<file path="config.mk">
export PLATFORM = sky130hd
export DESIGN_NAME = lcd_nibble_receiver_flat
export DESIGN_NICKNAME = d
export VERILOG_FILES = /design/src/rtl/lcd_nibble_receiver_if.sv /design/src/rtl/lcd_nibble_receiver.sv /design/src/flat_wrapper.sv
export SDC_FILE = /design/constraint.sdc
export NUM_CORES = 1
export LEC_CHECK = 0
export CAP_MARGIN = 30
export CORE_UTILIZATION = 35
export CTS_BUF_LIST = sky130_fd_sc_hd__clkbuf_4 sky130_fd_sc_hd__clkbuf_8
export DETAILED_ROUTE_END_ITERATION = 10
export HOLD_SLACK_MARGIN = 0.03
export PLACE_DENSITY_LB_ADDON = 0.25
export SYNTH_ARGS = -nofsm -noshare
export SYNTH_HDL_FRONTEND = slang
export SYNTH_SLANG_ARGS = --single-unit
</file>
<file path="constraint.sdc">
create_clock -name Clock -period 6.7 [get_ports Clock]
set_clock_uncertainty 0.1 [all_clocks]
set_input_delay 1.675 -clock Clock [delete_from_list [all_inputs] [get_ports Clock]]
set_output_delay 1.675 -clock Clock [all_outputs]
set_load 0.05 [all_outputs]
</file>
<file path="src/rtl/lcd_nibble_receiver_if.sv">
// HD44780-style 4-bit LCD write bus (E, RS, RW, D[7:4]) between the LCD
// controller (master) and the nibble receiver (slave).
interface lcd_nibble_receiver_if;
  logic       iLCD_Enabled;
  logic       iLCD_RegisterSelect;
  logic       iLCD_ReadWrite;
  logic [3:0] iLCD_Data;

  modport master (
    output iLCD_Enabled,
    output iLCD_RegisterSelect,
    output iLCD_ReadWrite,
    output iLCD_Data
  );

  modport slave (
    input iLCD_Enabled,
    input iLCD_RegisterSelect,
    input iLCD_ReadWrite,
    input iLCD_Data
  );
endinterface

</file>
<file path="src/rtl/lcd_nibble_receiver.sv">
// Responder for the 4-bit LCD write bus: follows the power-on init sequence,
// rebuilds bytes from nibble pairs, shadows display state and flags misuse.
module lcd_nibble_receiver #(
  parameter int PWRUP_CYCLES = 16,
  parameter int CMD_CYCLES   = 2,
  parameter int CLEAR_CYCLES = 8
) (
  input  logic                 Clock,
  input  logic                 Reset,
  lcd_nibble_receiver_if.slave lcd_bus,
  output logic                 oByteValid,
  output logic [7:0]           oByte,
  output logic                 oIsData,
  output logic                 oInitDone,
  output logic                 oTwoLine,
  output logic                 oDisplayOn,
  output logic                 oCursorOn,
  output logic                 oBlinkOn,
  output logic                 oIncrement,
  output logic                 oShift,
  output logic [6:0]           oDDRAMAddr,
  output logic                 oBusy,
  output logic [3:0]           oErrorFlags
);

  localparam int MAX_A   = (PWRUP_CYCLES > CLEAR_CYCLES) ? PWRUP_CYCLES : CLEAR_CYCLES;
  localparam int MAX_CYC = (MAX_A > CMD_CYCLES) ? MAX_A : CMD_CYCLES;
  localparam int CNT_W   = $clog2(MAX_CYC + 1);

  localparam logic [CNT_W-1:0] PWRUP_LOAD = CNT_W'(PWRUP_CYCLES);
  localparam logic [CNT_W-1:0] CMD_LOAD   = CNT_W'(CMD_CYCLES);
  localparam logic [CNT_W-1:0] CLEAR_LOAD = CNT_W'(CLEAR_CYCLES);

  localparam int ERR_EARLY = 0;
  localparam int ERR_BUSY  = 1;
  localparam int ERR_READ  = 2;
  localparam int ERR_SEQ   = 3;

  typedef enum logic [2:0] {
    S_PWRUP,
    S_INIT3A,
    S_INIT3B,
    S_INIT3C,
    S_INIT2,
    S_HIGH,
    S_LOW
  } state_t;

  state_t           r_state, w_state_nxt;

  logic             r_e_q;
  logic             r_rs_q;
  logic             r_rw_q;
  logic [3:0]       r_d_q;

  logic [CNT_W-1:0] r_cnt, w_cnt_nxt;
  logic [3:0]       r_hi_nib, w_hi_nib_nxt;
  logic             r_hi_rs, w_hi_rs_nxt;

  logic             r_byte_valid, w_byte_valid_nxt;
  logic [7:0]       r_byte, w_byte_nxt;
  logic             r_is_data, w_is_data_nxt;
  logic             r_init_done, w_init_done_nxt;
  logic             r_two_line, w_two_line_nxt;
  logic             r_disp_on, w_disp_on_nxt;
  logic             r_cursor_on, w_cursor_on_nxt;
  logic             r_blink_on, w_blink_on_nxt;
  logic             r_incr, w_incr_nxt;
  logic             r_shift, w_shift_nxt;
  logic [6:0]       r_addr, w_addr_nxt;
  logic [3:0]       r_err, w_err_nxt;

  logic             w_strobe;
  logic             w_busy;
  logic             w_init3;
  logic [7:0]       w_byte_asm;

  // Falling edge of E: the bus fields captured during the last E-high cycle apply.
  assign w_strobe   = r_e_q & ~lcd_bus.iLCD_Enabled;
  assign w_busy     = (r_cnt != '0);
  assign w_init3    = ~r_rs_q & (r_d_q == 4'h3);
  assign w_byte_asm = {r_hi_nib, r_d_q};

  always_comb begin
    // NOTE: every next value defaults to holding its register, so no branch can infer a latch.
    w_state_nxt      = r_state;
    w_cnt_nxt        = w_busy ? (r_cnt - CNT_W'(1)) : r_cnt;
    w_hi_nib_nxt     = r_hi_nib;
    w_hi_rs_nxt      = r_hi_rs;
    w_byte_valid_nxt = 1'b0;
    w_byte_nxt       = r_byte;
    w_is_data_nxt    = r_is_data;
    w_init_done_nxt  = r_init_done;
    w_two_line_nxt   = r_two_line;
    w_disp_on_nxt    = r_disp_on;
    w_cursor_on_nxt  = r_cursor_on;
    w_blink_on_nxt   = r_blink_on;
    w_incr_nxt       = r_incr;
    w_shift_nxt      = r_shift;
    w_addr_nxt       = r_addr;
    w_err_nxt        = r_err;

    if (r_state == S_PWRUP && !w_busy) begin
      w_state_nxt = S_INIT3A;
    end

    if (w_strobe) begin
      if (r_rw_q) begin
        w_err_nxt[ERR_READ] = 1'b1;
      end else if (r_state == S_PWRUP) begin
        if (w_busy) begin
          w_err_nxt[ERR_EARLY] = 1'b1;
        end
      end else begin
        if (w_busy) begin
          w_err_nxt[ERR_BUSY] = 1'b1;
        end
        case (r_state)
          S_INIT3A, S_INIT3B, S_INIT3C: begin
            if (w_init3) begin
              w_cnt_nxt = CMD_LOAD;
              if (r_state == S_INIT3A) begin
                w_state_nxt = S_INIT3B;
              end else if (r_state == S_INIT3B) begin
                w_state_nxt = S_INIT3C;
              end else begin
                w_state_nxt = S_INIT2;
              end
            end else begin
              w_err_nxt[ERR_SEQ] = 1'b1;
              w_state_nxt        = S_INIT3A;
            end
          end
          S_INIT2: begin
            if (!r_rs_q && r_d_q == 4'h2) begin
              w_cnt_nxt       = CMD_LOAD;
              w_init_done_nxt = 1'b1;
              w_state_nxt     = S_HIGH;
            end else if (w_init3) begin
              w_cnt_nxt = CMD_LOAD;
            end else begin
              w_err_nxt[ERR_SEQ] = 1'b1;
              w_state_nxt        = S_INIT3A;
            end
          end
          S_HIGH: begin
            w_hi_nib_nxt = r_d_q;
            w_hi_rs_nxt  = r_rs_q;
            w_state_nxt  = S_LOW;
          end
          S_LOW: begin
            w_byte_valid_nxt = 1'b1;
            w_byte_nxt       = w_byte_asm;
            w_is_data_nxt    = r_hi_rs;
            w_cnt_nxt        = CMD_LOAD;
            w_state_nxt      = S_HIGH;
            if (r_rs_q != r_hi_rs) begin
              w_err_nxt[ERR_SEQ] = 1'b1;
            end
            if (r_hi_rs) begin
              w_addr_nxt = r_incr ? (r_addr + 7'd1) : (r_addr - 7'd1);
            end else begin
              // Highest set bit selects the instruction.
              casez (w_byte_asm)
                8'b1???????: w_addr_nxt = w_byte_asm[6:0];
                8'b01??????: ;
                8'b001?????: begin
                  w_two_line_nxt = w_byte_asm[3];
                  if (w_byte_asm[4]) begin
                    w_err_nxt[ERR_SEQ] = 1'b1;
                  end
                end
                8'b0001????: begin
                  if (!w_byte_asm[3]) begin
                    w_addr_nxt = w_byte_asm[2] ? (r_addr + 7'd1) : (r_addr - 7'd1);
                  end
                end
                8'b00001???: begin
                  w_disp_on_nxt   = w_byte_asm[2];
                  w_cursor_on_nxt = w_byte_asm[1];
                  w_blink_on_nxt  = w_byte_asm[0];
                end
                8'b000001??: begin
                  w_incr_nxt  = w_byte_asm[1];
                  w_shift_nxt = w_byte_asm[0];
                end
                8'b0000001?: begin
                  w_addr_nxt = 7'd0;
                  w_cnt_nxt  = CLEAR_LOAD;
                end
                8'b00000001: begin
                  w_addr_nxt = 7'd0;
                  w_incr_nxt = 1'b1;
                  w_cnt_nxt  = CLEAR_LOAD;
                end
                default: ;
              endcase
            end
          end
          default: ;
        endcase
      end
    end
  end

  always_ff @(posedge Clock) begin
    // NOTE: sequential state uses non-blocking assignments so every register samples pre-edge values.
    if (Reset) begin
      r_state      <= S_PWRUP;
      r_e_q        <= 1'b0;
      r_rs_q       <= 1'b0;
      r_rw_q       <= 1'b0;
      r_d_q        <= 4'h0;
      r_cnt        <= PWRUP_LOAD;
      r_hi_nib     <= 4'h0;
      r_hi_rs      <= 1'b0;
      r_byte_valid <= 1'b0;
      r_byte       <= 8'h00;
      r_is_data    <= 1'b0;
      r_init_done  <= 1'b0;
      r_two_line   <= 1'b0;
      r_disp_on    <= 1'b0;
      r_cursor_on  <= 1'b0;
      r_blink_on   <= 1'b0;
      r_incr       <= 1'b1;
      r_shift      <= 1'b0;
      r_addr       <= 7'd0;
      r_err        <= 4'h0;
    end else begin
      r_state      <= w_state_nxt;
      r_e_q        <= lcd_bus.iLCD_Enabled;
      r_rs_q       <= lcd_bus.iLCD_RegisterSelect;
      r_rw_q       <= lcd_bus.iLCD_ReadWrite;
      r_d_q        <= lcd_bus.iLCD_Data;
      r_cnt        <= w_cnt_nxt;
      r_hi_nib     <= w_hi_nib_nxt;
      r_hi_rs      <= w_hi_rs_nxt;
      r_byte_valid <= w_byte_valid_nxt;
      r_byte       <= w_byte_nxt;
      r_is_data    <= w_is_data_nxt;
      r_init_done  <= w_init_done_nxt;
      r_two_line   <= w_two_line_nxt;
      r_disp_on    <= w_disp_on_nxt;
      r_cursor_on  <= w_cursor_on_nxt;
      r_blink_on   <= w_blink_on_nxt;
      r_incr       <= w_incr_nxt;
      r_shift      <= w_shift_nxt;
      r_addr       <= w_addr_nxt;
      r_err        <= w_err_nxt;
    end
  end

  assign oByteValid  = r_byte_valid;
  assign oByte       = r_byte;
  assign oIsData     = r_is_data;
  assign oInitDone   = r_init_done;
  assign oTwoLine    = r_two_line;
  assign oDisplayOn  = r_disp_on;
  assign oCursorOn   = r_cursor_on;
  assign oBlinkOn    = r_blink_on;
  assign oIncrement  = r_incr;
  assign oShift      = r_shift;
  assign oDDRAMAddr  = r_addr;
  assign oBusy       = w_busy;
  assign oErrorFlags = r_err;

endmodule

</file>
<file path="src/flat_wrapper.sv">
// flat-port wrapper written by rule: the top's interface ports become plain ports
module lcd_nibble_receiver_flat 
#(
  parameter int PWRUP_CYCLES = 16,
  parameter int CMD_CYCLES   = 2,
  parameter int CLEAR_CYCLES = 8
)
  (Clock, Reset, oByteValid, oByte, oIsData, oInitDone, oTwoLine, oDisplayOn, oCursorOn, oBlinkOn, oIncrement, oShift, oDDRAMAddr, oBusy, oErrorFlags, lcd_bus_iLCD_Enabled, lcd_bus_iLCD_RegisterSelect, lcd_bus_iLCD_ReadWrite, lcd_bus_iLCD_Data);
  lcd_nibble_receiver_if lcd_bus_i ();
  input  logic Clock;
  input  logic Reset;
  output logic oByteValid;
  output logic [7:0] oByte;
  output logic oIsData;
  output logic oInitDone;
  output logic oTwoLine;
  output logic oDisplayOn;
  output logic oCursorOn;
  output logic oBlinkOn;
  output logic oIncrement;
  output logic oShift;
  output logic [6:0] oDDRAMAddr;
  output logic oBusy;
  output logic [3:0] oErrorFlags;
  input wire logic [$bits(lcd_bus_i.iLCD_Enabled)-1:0] lcd_bus_iLCD_Enabled;
  input wire logic [$bits(lcd_bus_i.iLCD_RegisterSelect)-1:0] lcd_bus_iLCD_RegisterSelect;
  input wire logic [$bits(lcd_bus_i.iLCD_ReadWrite)-1:0] lcd_bus_iLCD_ReadWrite;
  input wire logic [$bits(lcd_bus_i.iLCD_Data)-1:0] lcd_bus_iLCD_Data;
  assign lcd_bus_i.iLCD_Enabled = lcd_bus_iLCD_Enabled;
  assign lcd_bus_i.iLCD_RegisterSelect = lcd_bus_iLCD_RegisterSelect;
  assign lcd_bus_i.iLCD_ReadWrite = lcd_bus_iLCD_ReadWrite;
  assign lcd_bus_i.iLCD_Data = lcd_bus_iLCD_Data;
  lcd_nibble_receiver #(.PWRUP_CYCLES(PWRUP_CYCLES), .CMD_CYCLES(CMD_CYCLES), .CLEAR_CYCLES(CLEAR_CYCLES)) u_core (.Clock(Clock), .Reset(Reset), .lcd_bus(lcd_bus_i), .oByteValid(oByteValid), .oByte(oByte), .oIsData(oIsData), .oInitDone(oInitDone), .oTwoLine(oTwoLine), .oDisplayOn(oDisplayOn), .oCursorOn(oCursorOn), .oBlinkOn(oBlinkOn), .oIncrement(oIncrement), .oShift(oShift), .oDDRAMAddr(oDDRAMAddr), .oBusy(oBusy), .oErrorFlags(oErrorFlags));
endmodule
</file>
==> flow_metrics.env, run 1 <==
export IMPL_finalMaxSlewViolations=0
export IMPL_endpoint_kind="primary output"
export IMPL_yosysWarnings=0
export IMPL_per_cell_via_count_in_the_routed_design=5.25
export IMPL_post_cts_hold_buffer_count=0
export IMPL_fin_total_pwr_mw=0.671
export IMPL_multiInputGateArea_sq_mm=0.00145
export IMPL_finalSetupViolCount=0
export IMPL_synth_cells_most_frequent="dfxtp_1 (48), nor2_1 (38), nand2_1 (32), a21oi_1 (23), mux2i_1 (14)"
export IMPL_dp_final_hpwl_um=3950
export IMPL_clk_path_buf_depth=2
export IMPL_routed_wl_um=5850
export IMPL_cap_viol_max_count=0
export IMPL_chipHeight_um=87.9
export IMPL_worstPathMaxFanout=5
export IMPL_timing_final_crit_share=0.647
export IMPL_yosys_cell_count_top_type="dfxtp_1"
export IMPL_worstMarginPinSlew_ns=0.912
export IMPL_path_class="reg2out"
export IMPL_htree_num_levels=2
export IMPL_input_output_buffers=37
export IMPL_synth_edf_count=0
export IMPL_i_o_pins=38
export IMPL_fillers=674
export IMPL_hold_viol=0
export IMPL_seqCellArea_sq_um=961
export IMPL_worst_setup_hold_path_clk_slew_ns=0.08
export IMPL_post_synth_main_area_contributors="dfxtp_1 (37%), nor2_1 (5.5%), mux2i_1 (5.4%), nand2_1 (4.6%), a21oi_1 (4.5%)"
export IMPL_first_global_vias=1978
export IMPL_die_width_um=87.9
export IMPL_layout_setup_ws_ns=2.37
export IMPL_totalNegativeSetupSlack_ns=0
export IMPL_met3_length_um=220
export IMPL_first_iter_violations=122
export IMPL_syn_to_final_growth_pct=18.5
export IMPL_rsz0062_at_grt="no"
export IMPL_cts_resized_gates=0
export IMPL_ys_async_sr_fraction=0
export IMPL_finalCriticalPeriod_ns=4.33
export IMPL_number_of_sinks_on_the_clock_net=48
export IMPL_power_leakage_nw=1.08
export IMPL_clock_latency_ns=0.30
export IMPL_met2_wirelength_um=2580
export IMPL_drc=0
export IMPL_number_of_nets_in_the_layout=342
export IMPL_outcome="completed"
export IMPL_holdCritPathClass="reg2reg"
export IMPL_postSynthNetCount=318
export IMPL_detail_route_first_pass_iterations=4
export IMPL_dpl_worst_slack_ns=2.35
export IMPL_synth_seq_area_share=0.372
export IMPL_critPathRequiredTime_ns=4.93
export IMPL_synthesis_instances=306
export IMPL_p_per_area_mw_per_mm2=219
export IMPL_postSynthRegisterBits=48
export IMPL_insertedDiodeCount=0
export IMPL_wl_per_cell_um=13.7
export IMPL_grt_max_degree=52
export IMPL_max_vdd_ir_drop_v=0.000107
export IMPL_achievable_frequency_ghz=0.231
export IMPL_proportion_of_layout_cells_with_a_drive_suffix_above_1=0.0697
export IMPL_die_area_sq_mm=0.00773
export IMPL_grt_total_usage=0.158
export IMPL_gp_congestion=0.759
export IMPL_synth_area_leader_cell="dfxtp_1"
export IMPL_dominant_synthesized_flop_cell="dfxtp_1"
export IMPL_setup_worst_path_start_class="register"
export IMPL_highest_metal_used="met4"
export IMPL_worst_slew_margin_rel=0.384
export IMPL_numCtsBuffers=5
export IMPL_mappedNetlistArea_sq_mm=0.00258
export IMPL_drt_antenna_violating_nets=0
export IMPL_std_cell_rows=30
export IMPL_synthDistinctLibCells=60
export IMPL_detail_route_wirelength_met1_um=3010
export IMPL_grt_pass1_wl_um=9610
export IMPL_route_vias_total=2237
export IMPL_grt_antenna_before_repair=0
export IMPL_tritoncts="built"
export IMPL_clockRootBuffer="clkbuf_8"
export IMPL_initial_core_util=0.372
export IMPL_avgSynthCellArea_sq_um=8.44
export IMPL_timing_critical_path_arrival_ns=2.56
export IMPL_post_synth_top_area_fraction=0.372
export IMPL_fp_coreArea_sq_mm=0.00694
export IMPL_grt_overflow=0
export IMPL_post_cts_setup_buffers=0
==> registers in the layout (all words and copies together) (netlist names), 3 cells and up <==
| register | count |
|---|---|
| u_core.oByte | 8 |
| u_core.oDDRAMAddr | 7 |
| u_core.r_cnt | 5 |
| u_core.oErrorFlags | 4 |
| u_core.r_d_q | 4 |
| u_core.r_hi_nib | 4 |
| u_core.r_state | 3 |
==> placed cells by master (no fill, tap or decap), drive strengths merged, types with 6 or more instances in the layout <==
cell and count:
nand2 32, and2 6, mux2i 14, nand3 6, a21oi 23, clkdlybuf4s50 36, o21ai 10, nor3 6
inv 9, dfxtp 48, nor2b 12, xnor2 7, nor2 38
==> worst max-delay path, stage by stage (launching register included) <==
cell,delay (ns)
dfxtp_1,0.33
inv_1,0.07
ha_1,0.19
nor4b_1,0.65
inv_1,0.25
clkdlybuf4s50_1,0.77
==> logic make-up after synthesis <==
logic type | Yosys count | synth area share
buffers and inverters | 29 | 0.0663
muxes | 15 | 0.0586
and+or+nand+nor | 131 | 0.270
AOI/OAI and AO/OA | 71 | 0.188
adders and majority gates | 3 | 0.0145
DFF | 48 | 0.372
xor gates and xnor gates | 9 | 0.0305
==> final timing paths <==
check,from,endpoint,slack (ns),depth (start not counted)
worst max-delay path,u_core.r_cnt[0]$_SDFF_PP0_,oBusy,2.37,5
worst min-delay path,u_core.oIsData$_SDFFE_PP0P_,u_core.oIsData$_SDFFE_PP0P_,0.37,2
worst min register to register,u_core.oIsData$_SDFFE_PP0P_,u_core.oIsData$_SDFFE_PP0P_,0.37,2
worst max register to register,u_core.r_d_q[2]$_SDFF_PP0_,u_core.oDDRAMAddr[4]$_SDFFE_PP0P_,3.96,5
==> metrics by stage <==
step | util | std cells | hold WS (ns) | area (sq um)
after detailed placement | 0.422 | 419 | 0.350 | 2930
after global routing | 0.441 | 426 | 0.384 | 3060
after floorplan | - | 306 | 0.362 | 2580
final | 0.441 | 426 | 0.365 | 3060
after global placement | 0.422 | 419 | 0.352 | 2930
after CTS | 0.441 | 426 | 0.368 | 3060
==> where the power goes <==
| part | switching (mW) | total (mW) | internal, mW |
|---|---|---|---|
| clock network | 0.0946 | 0.241 | 0.147 |
| logic | 0.0548 | 0.107 | 0.0519 |
| registers | 0.0205 | 0.322 | 0.302 |
| total | 0.170 | 0.671 | 0.501 |
==> per-layer routing <==
| layer | vias up | global-route usage |
|---|---|---|
| met1 | 1051 | 0.221 |
| met5 | - | 0 |
| met4 | 0 | 0.0402 |
| li1 | 1144 | - |
| met3 | 4 | 0.0236 |
| met2 | 38 | 0.253 |
==> cell type report <==
| cell class | count | area share |
|---|---|---|
| clock inverters | 2 | 0.0196 |
| flip-flops and latches | 48 | 0.314 |
| well taps | 96 | 0.0392 |
| multi-input cells | 229 | 0.474 |
| repair buffers | 37 | 0.119 |
| inverters | 9 | 0.0110 |
| clock buffers | 5 | 0.0225 |
Note: power is estimated with default switching activity, not from simulation.
==> run 2: changes to the inputs <==
==> constraint.sdc (replaced) <==
create_clock -name Clock -period 4.5 [get_ports Clock]
set_clock_uncertainty 0.1 [all_clocks]
set_input_delay 1.125 -clock Clock [delete_from_list [all_inputs] [get_ports Clock]]
set_output_delay 1.125 -clock Clock [all_outputs]
set_load 0.05 [all_outputs]
==> flow_metrics.env, run 2 (synthesis gave the netlist of run 1 again) <==
export IMPL_layout_setup_ws_ns=1.05
export IMPL_final_instance_count_excl_fill=430
export IMPL_wl_per_cell_um=13.6
export IMPL_power_leakage_nw=1.08
export IMPL_hold_viol=0
export IMPL_worstMarginPinSlew_ns=0.956
export IMPL_fillers=700
export IMPL_post_cts_hold_buffer_count=0
export IMPL_cpMostUsedCell="inv_1"
export IMPL_most_common_cell_after_layout_fill_and_taps_aside="dfxtp_1"
export IMPL_endpoint_kind="primary output"
export IMPL_setup_worst_path_start_class="register"
export IMPL_finalMaxSlewViolations=0
export IMPL_critical_path_max_stage_delay_ns=0.83
export IMPL_numCtsBuffers=5
export IMPL_chipHeight_um=87.9
export IMPL_rsz0062_at_grt="no"
export IMPL_worst_hold_slack_ns=0.365
export IMPL_p_sw_mw=0.261
export IMPL_std_cell_rows=30
export IMPL_holdCritPathClass="reg2reg"
export IMPL_drt_antenna_violating_nets=0
export IMPL_tritoncts="built"
export IMPL_dpl_cell_area_sq_mm=0.00295
export IMPL_input_output_buffers=37
export IMPL_place_inst=422
export IMPL_outcome="completed"
export IMPL_number_of_sinks_on_the_clock_net=48
export IMPL_fin_total_pwr_mw=0.956
export IMPL_worst_setup_hold_path_clk_slew_ns=0.09
export IMPL_switching_share=0.273
export IMPL_gp_congestion=0.801
export IMPL_clkPwrFrac=0.328
export IMPL_totalNegativeSetupSlack_ns=0
export IMPL_dpl_worst_slack_ns=0.893
export IMPL_p_per_area_mw_per_mm2=312
export IMPL_detail_route_first_pass_iterations=4
export IMPL_fin_area_sq_mm=0.00307
export IMPL_largest_reg_flops=8
export IMPL_syn_to_final_growth_pct=18.6
export IMPL_combPwrFrac=0.170
export IMPL_max_vdd_ir_drop_v=0.000108
export IMPL_initial_core_util=0.372
export IMPL_worstPathMaxFanout=5
export IMPL_i_o_pins=38
export IMPL_cap_viol_max_count=0
export IMPL_crit_chain="inv_1 -> ha_1 -> nor4b_1 -> buf_4 -> inv_1 -> clkdlybuf4s50_1"
export IMPL_seq_power_share=0.503
export IMPL_clockRootBuffer="clkbuf_8"
export IMPL_grt_total_usage=0.161
export IMPL_finalCriticalPeriod_ns=3.45
export IMPL_drc=0
export IMPL_grt_overflow=0
export IMPL_htree_num_levels=2
export IMPL_die_width_um=87.9
export IMPL_clock_latency_ns=0.30
export IMPL_finalSetupViolCount=0
export IMPL_path_class="reg2out"
export IMPL_fp_coreArea_sq_mm=0.00694
export IMPL_cts_resized_gates=0
export IMPL_timing_final_crit_share=0.767
export IMPL_critPathRequiredTime_ns=3.27
export IMPL_proportion_of_layout_cells_with_a_drive_suffix_above_1=0.0808
export IMPL_grt_max_degree=52
export IMPL_routed_wl_um=5830
export IMPL_grt_antenna_before_repair=0
export IMPL_power_report_internal_total_mw=0.695
export IMPL_per_cell_via_count_in_the_routed_design=5.22
export IMPL_clk_path_buf_depth=2
export IMPL_worst_slew_margin_rel=0.361
export IMPL_fin_util=0.441
export IMPL_insertedDiodeCount=0
export IMPL_first_global_vias=2030
export IMPL_achievable_frequency_ghz=0.290
export IMPL_grt_pass1_wl_um=9700
export IMPL_timing_critical_path_slowest_stage_cell="clkdlybuf4s50_1"
export IMPL_route_vias_total=2243
export IMPL_post_cts_setup_buffers=0
export IMPL_first_iter_violations=119
export IMPL_timing_critical_path_arrival_ns=2.22
export IMPL_layout_cells_most_common_list="dfxtp_1 (48), nor2_1 (38), clkdlybuf4s50_1 (36), nand2_1 (32), a21oi_1 (23)"
export IMPL_dp_final_hpwl_um=3920
export IMPL_number_of_nets_in_the_layout=345
export IMPL_die_area_sq_mm=0.00773
[run 2: changes by cell type in the layout (fill, tap and decap cells not counted), sizes merged]
cell / delta
buf: +3
bufinv: -1
clkinv: +1
clkinvlp: +1
[run 2: critical path, delay by kind of cell, from the launching register on]
kind                     cells  cell delay (ns)
adder cells (fa/ha/maj)      1             0.23
AND/OR/NAND/NOR              1             0.15
buffers and inverters        4             1.18
flip-flops                   1             0.37
[run 2: routing by layer]
metal / global-route usage / up-vias / wire, um / part of all wire
met3: 0.0302 / 9 / 185 / 0.032
li1: - / 1139 / - / -
met4: 0.0507 / 0 / 74 / 0.013
met1: 0.220 / 1062 / 3010 / 0.52
met2: 0.254 / 33 / 2560 / 0.44
met5: 0 / - / 0 / 0
[run 2: worst paths after layout]
kind / slack [ns] / startpoint / cells past startpoint / endpoint
min reg2reg: 0.36 / u_core.oIsData$_SDFFE_PP0P_ / 2 / u_core.oIsData$_SDFFE_PP0P_
min: 0.36 / u_core.oIsData$_SDFFE_PP0P_ / 2 / u_core.oIsData$_SDFFE_PP0P_
max reg2reg: 1.82 / u_core.r_d_q[2]$_SDFF_PP0_ / 5 / u_core.oDDRAMAddr[4]$_SDFFE_PP0P_
max: 1.05 / u_core.r_cnt[0]$_SDFF_PP0_ / 6 / oBusy
[run 2: cell type report]
cell class,instances,area [sq um],area share
Clock buffer,5,68.8,0.0224
Clock inverter,3,42.5,0.0139
Inverter,9,33.8,0.0110
Multi-Input combinational cell,229,1450,0.473
Sequential cell,48,961,0.313
Tap cell,96,120,0.0392
Timing Repair Buffer,40,388,0.127
[run 2: power by group through the flow]
stage / registers (mW) / logic [mW] / clock network (mW)
after floorplan: 0.480 / 0.133 / 0
after global placement: 0.489 / 0.161 / 0
after detailed placement: 0.490 / 0.162 / 0
after CTS: 0.480 / 0.163 / 0.324
after global routing: 0.485 / 0.185 / 0.341
final: 0.480 / 0.162 / 0.313
==> run 3: changes to the inputs <==
==> constraint.sdc (replaced) <==
create_clock -name Clock -period 3.3 [get_ports Clock]
set_clock_uncertainty 0.1 [all_clocks]
set_input_delay 0.825 -clock Clock [delete_from_list [all_inputs] [get_ports Clock]]
set_output_delay 0.825 -clock Clock [all_outputs]
set_load 0.05 [all_outputs]
==> flow_metrics.env, run 3 (synthesis gave the netlist of run 1 again) <==
export IMPL_outcome="completed"
export IMPL_insertedDiodeCount=0
export IMPL_post_cts_hold_buffer_count=0
export IMPL_layout_cells_most_common_list="dfxtp_1 (48), nor2_1 (38), clkdlybuf4s50_1 (36), nand2_1 (32), a21oi_1 (23)"
export IMPL_layout_setup_ws_ns=0.250
export IMPL_most_common_cell_after_layout_fill_and_taps_aside="dfxtp_1"
export IMPL_worst_slew_margin_rel=0.515
export IMPL_number_of_nets_in_the_layout=353
export IMPL_initial_core_util=0.372
export IMPL_totalNegativeSetupSlack_ns=0
export IMPL_fin_total_pwr_mw=1.27
export IMPL_finalSetupViolCount=0
export IMPL_grt_pass1_wl_um=10100
export IMPL_largest_reg_flops=8
export IMPL_drt_antenna_violating_nets=0
export IMPL_path_class="reg2out"
export IMPL_dpl_cell_area_sq_mm=0.00301
export IMPL_finalCriticalPeriod_ns=3.05
export IMPL_worst_setup_hold_path_clk_slew_ns=0.09
export IMPL_htree_num_levels=2
export IMPL_routed_wl_um=6030
export IMPL_first_iter_violations=138
export IMPL_worstPathMaxFanout=5
export IMPL_endpoint_kind="primary output"
export IMPL_i_o_pins=38
export IMPL_drc=0
export IMPL_grt_total_usage=0.169
export IMPL_multiInputGateArea_sq_mm=0.00145
export IMPL_p_sw_mw=0.377
export IMPL_post_cts_setup_buffers=0
export IMPL_clkPwrFrac=0.302
export IMPL_seqCellArea_sq_um=961
export IMPL_grt_antenna_before_repair=0
export IMPL_timing_critical_path_arrival_ns=2.13
export IMPL_place_inst=430
export IMPL_combPwrFrac=0.188
export IMPL_wl_per_cell_um=13.8
export IMPL_dp_final_hpwl_um=4120
export IMPL_clk_path_buf_depth=2
export IMPL_fillers=665
export IMPL_number_of_sinks_on_the_clock_net=48
export IMPL_finalMaxSlewViolations=0
export IMPL_tritoncts="built"
export IMPL_grt_overflow=0
export IMPL_final_instance_count_excl_fill=438
export IMPL_power_leakage_nw=1.11
export IMPL_switching_share=0.296
export IMPL_route_vias_total=2233
export IMPL_cap_viol_max_count=0
export IMPL_cts_resized_gates=0
export IMPL_input_output_buffers=37
export IMPL_first_global_vias=2063
export IMPL_setup_reg_to_reg_worst_slack_ns=1.04
export IMPL_fin_area_sq_mm=0.00311
export IMPL_chipHeight_um=87.9
export IMPL_gp_congestion=0.826
export IMPL_die_width_um=87.9
export IMPL_worst_hold_slack_ns=0.361
export IMPL_critPathRequiredTime_ns=2.37
export IMPL_syn_to_final_growth_pct=20.4
export IMPL_fin_util=0.448
export IMPL_seq_power_share=0.510
export IMPL_proportion_of_layout_cells_with_a_drive_suffix_above_1=0.102
export IMPL_power_report_internal_total_mw=0.897
export IMPL_die_area_sq_mm=0.00773
export IMPL_hold_viol=0
export IMPL_numCtsBuffers=5
export IMPL_max_vdd_ir_drop_v=0.000220
export IMPL_std_cell_rows=30
export IMPL_per_cell_via_count_in_the_routed_design=5.10
export IMPL_holdCritPathClass="reg2reg"
export IMPL_achievable_frequency_ghz=0.328
export IMPL_worstMarginPinSlew_ns=0.727
export IMPL_clock_latency_ns=0.31
export IMPL_grt_max_degree=39
export IMPL_timing_final_crit_share=0.924
export IMPL_rsz0062_at_grt="no"
export IMPL_dpl_worst_slack_ns=0.413
export IMPL_setup_worst_path_start_class="register"
export IMPL_p_per_area_mw_per_mm2=409
export IMPL_detail_route_first_pass_iterations=4
export IMPL_clockRootBuffer="clkbuf_8"
export IMPL_fp_coreArea_sq_mm=0.00694
## run 3: cell types whose count changed in the layout (fill, tap and decap cells not counted)
cell	previous run	this run
buf_4	3	11
clkbuf_8	5	6
bufinv_16	1	0
clkinv_2	1	0
clkinvlp_4	1	2
## run 3: power groups by stage
stage | Clock, mW | Combinational (mW) | Sequential, mW
2_1_floorplan | 0 | 0.181 | 0.655
3_5_place_dp | 0 | 0.240 | 0.663
3_3_place_gp | 0 | 0.234 | 0.661
5_1_grt | 0.418 | 0.266 | 0.655
6_report | 0.385 | 0.239 | 0.650
4_1_cts | 0.395 | 0.240 | 0.649
## run 3: path summary, 6_finish.rpt
path | startpoint | end | cells past startpoint
setup / recovery | u_core.r_cnt[0]$_SDFF_PP0_ | oBusy | 5
hold / removal | u_core.oIsData$_SDFFE_PP0P_ | u_core.oIsData$_SDFFE_PP0P_ | 2
setup reg to reg | u_core.r_hi_nib[1]$_SDFFE_PP0P_ | u_core.oDDRAMAddr[6]$_SDFFE_PP0P_ | 6
hold reg to reg | u_core.oIsData$_SDFFE_PP0P_ | u_core.oIsData$_SDFFE_PP0P_ | 2
## run 3: area by class of cell
type / instances / share of cell area
clock buffers: 6 / 0.0265
clock inverters: 2 / 0.00483
inverters: 9 / 0.0109
multi-input cells: 229 / 0.466
flip-flops and latches: 48 / 0.309
well taps: 96 / 0.0386
repair buffers: 48 / 0.144
## run 3: worst max-delay path, cell delays in order, from the launching register on
cell and delay, ns:
dfxtp_1 0.33, inv_1 0.07, ha_1 0.20, nor4b_1 0.32, inv_1 0.17, clkdlybuf4s50_1 0.73
## run 3: metal layers
metal,global-route usage,wire length (um)
met1,0.237,3190
met2,0.263,2650
met3,0.0283,134
met4,0.0537,58
met5,0,0
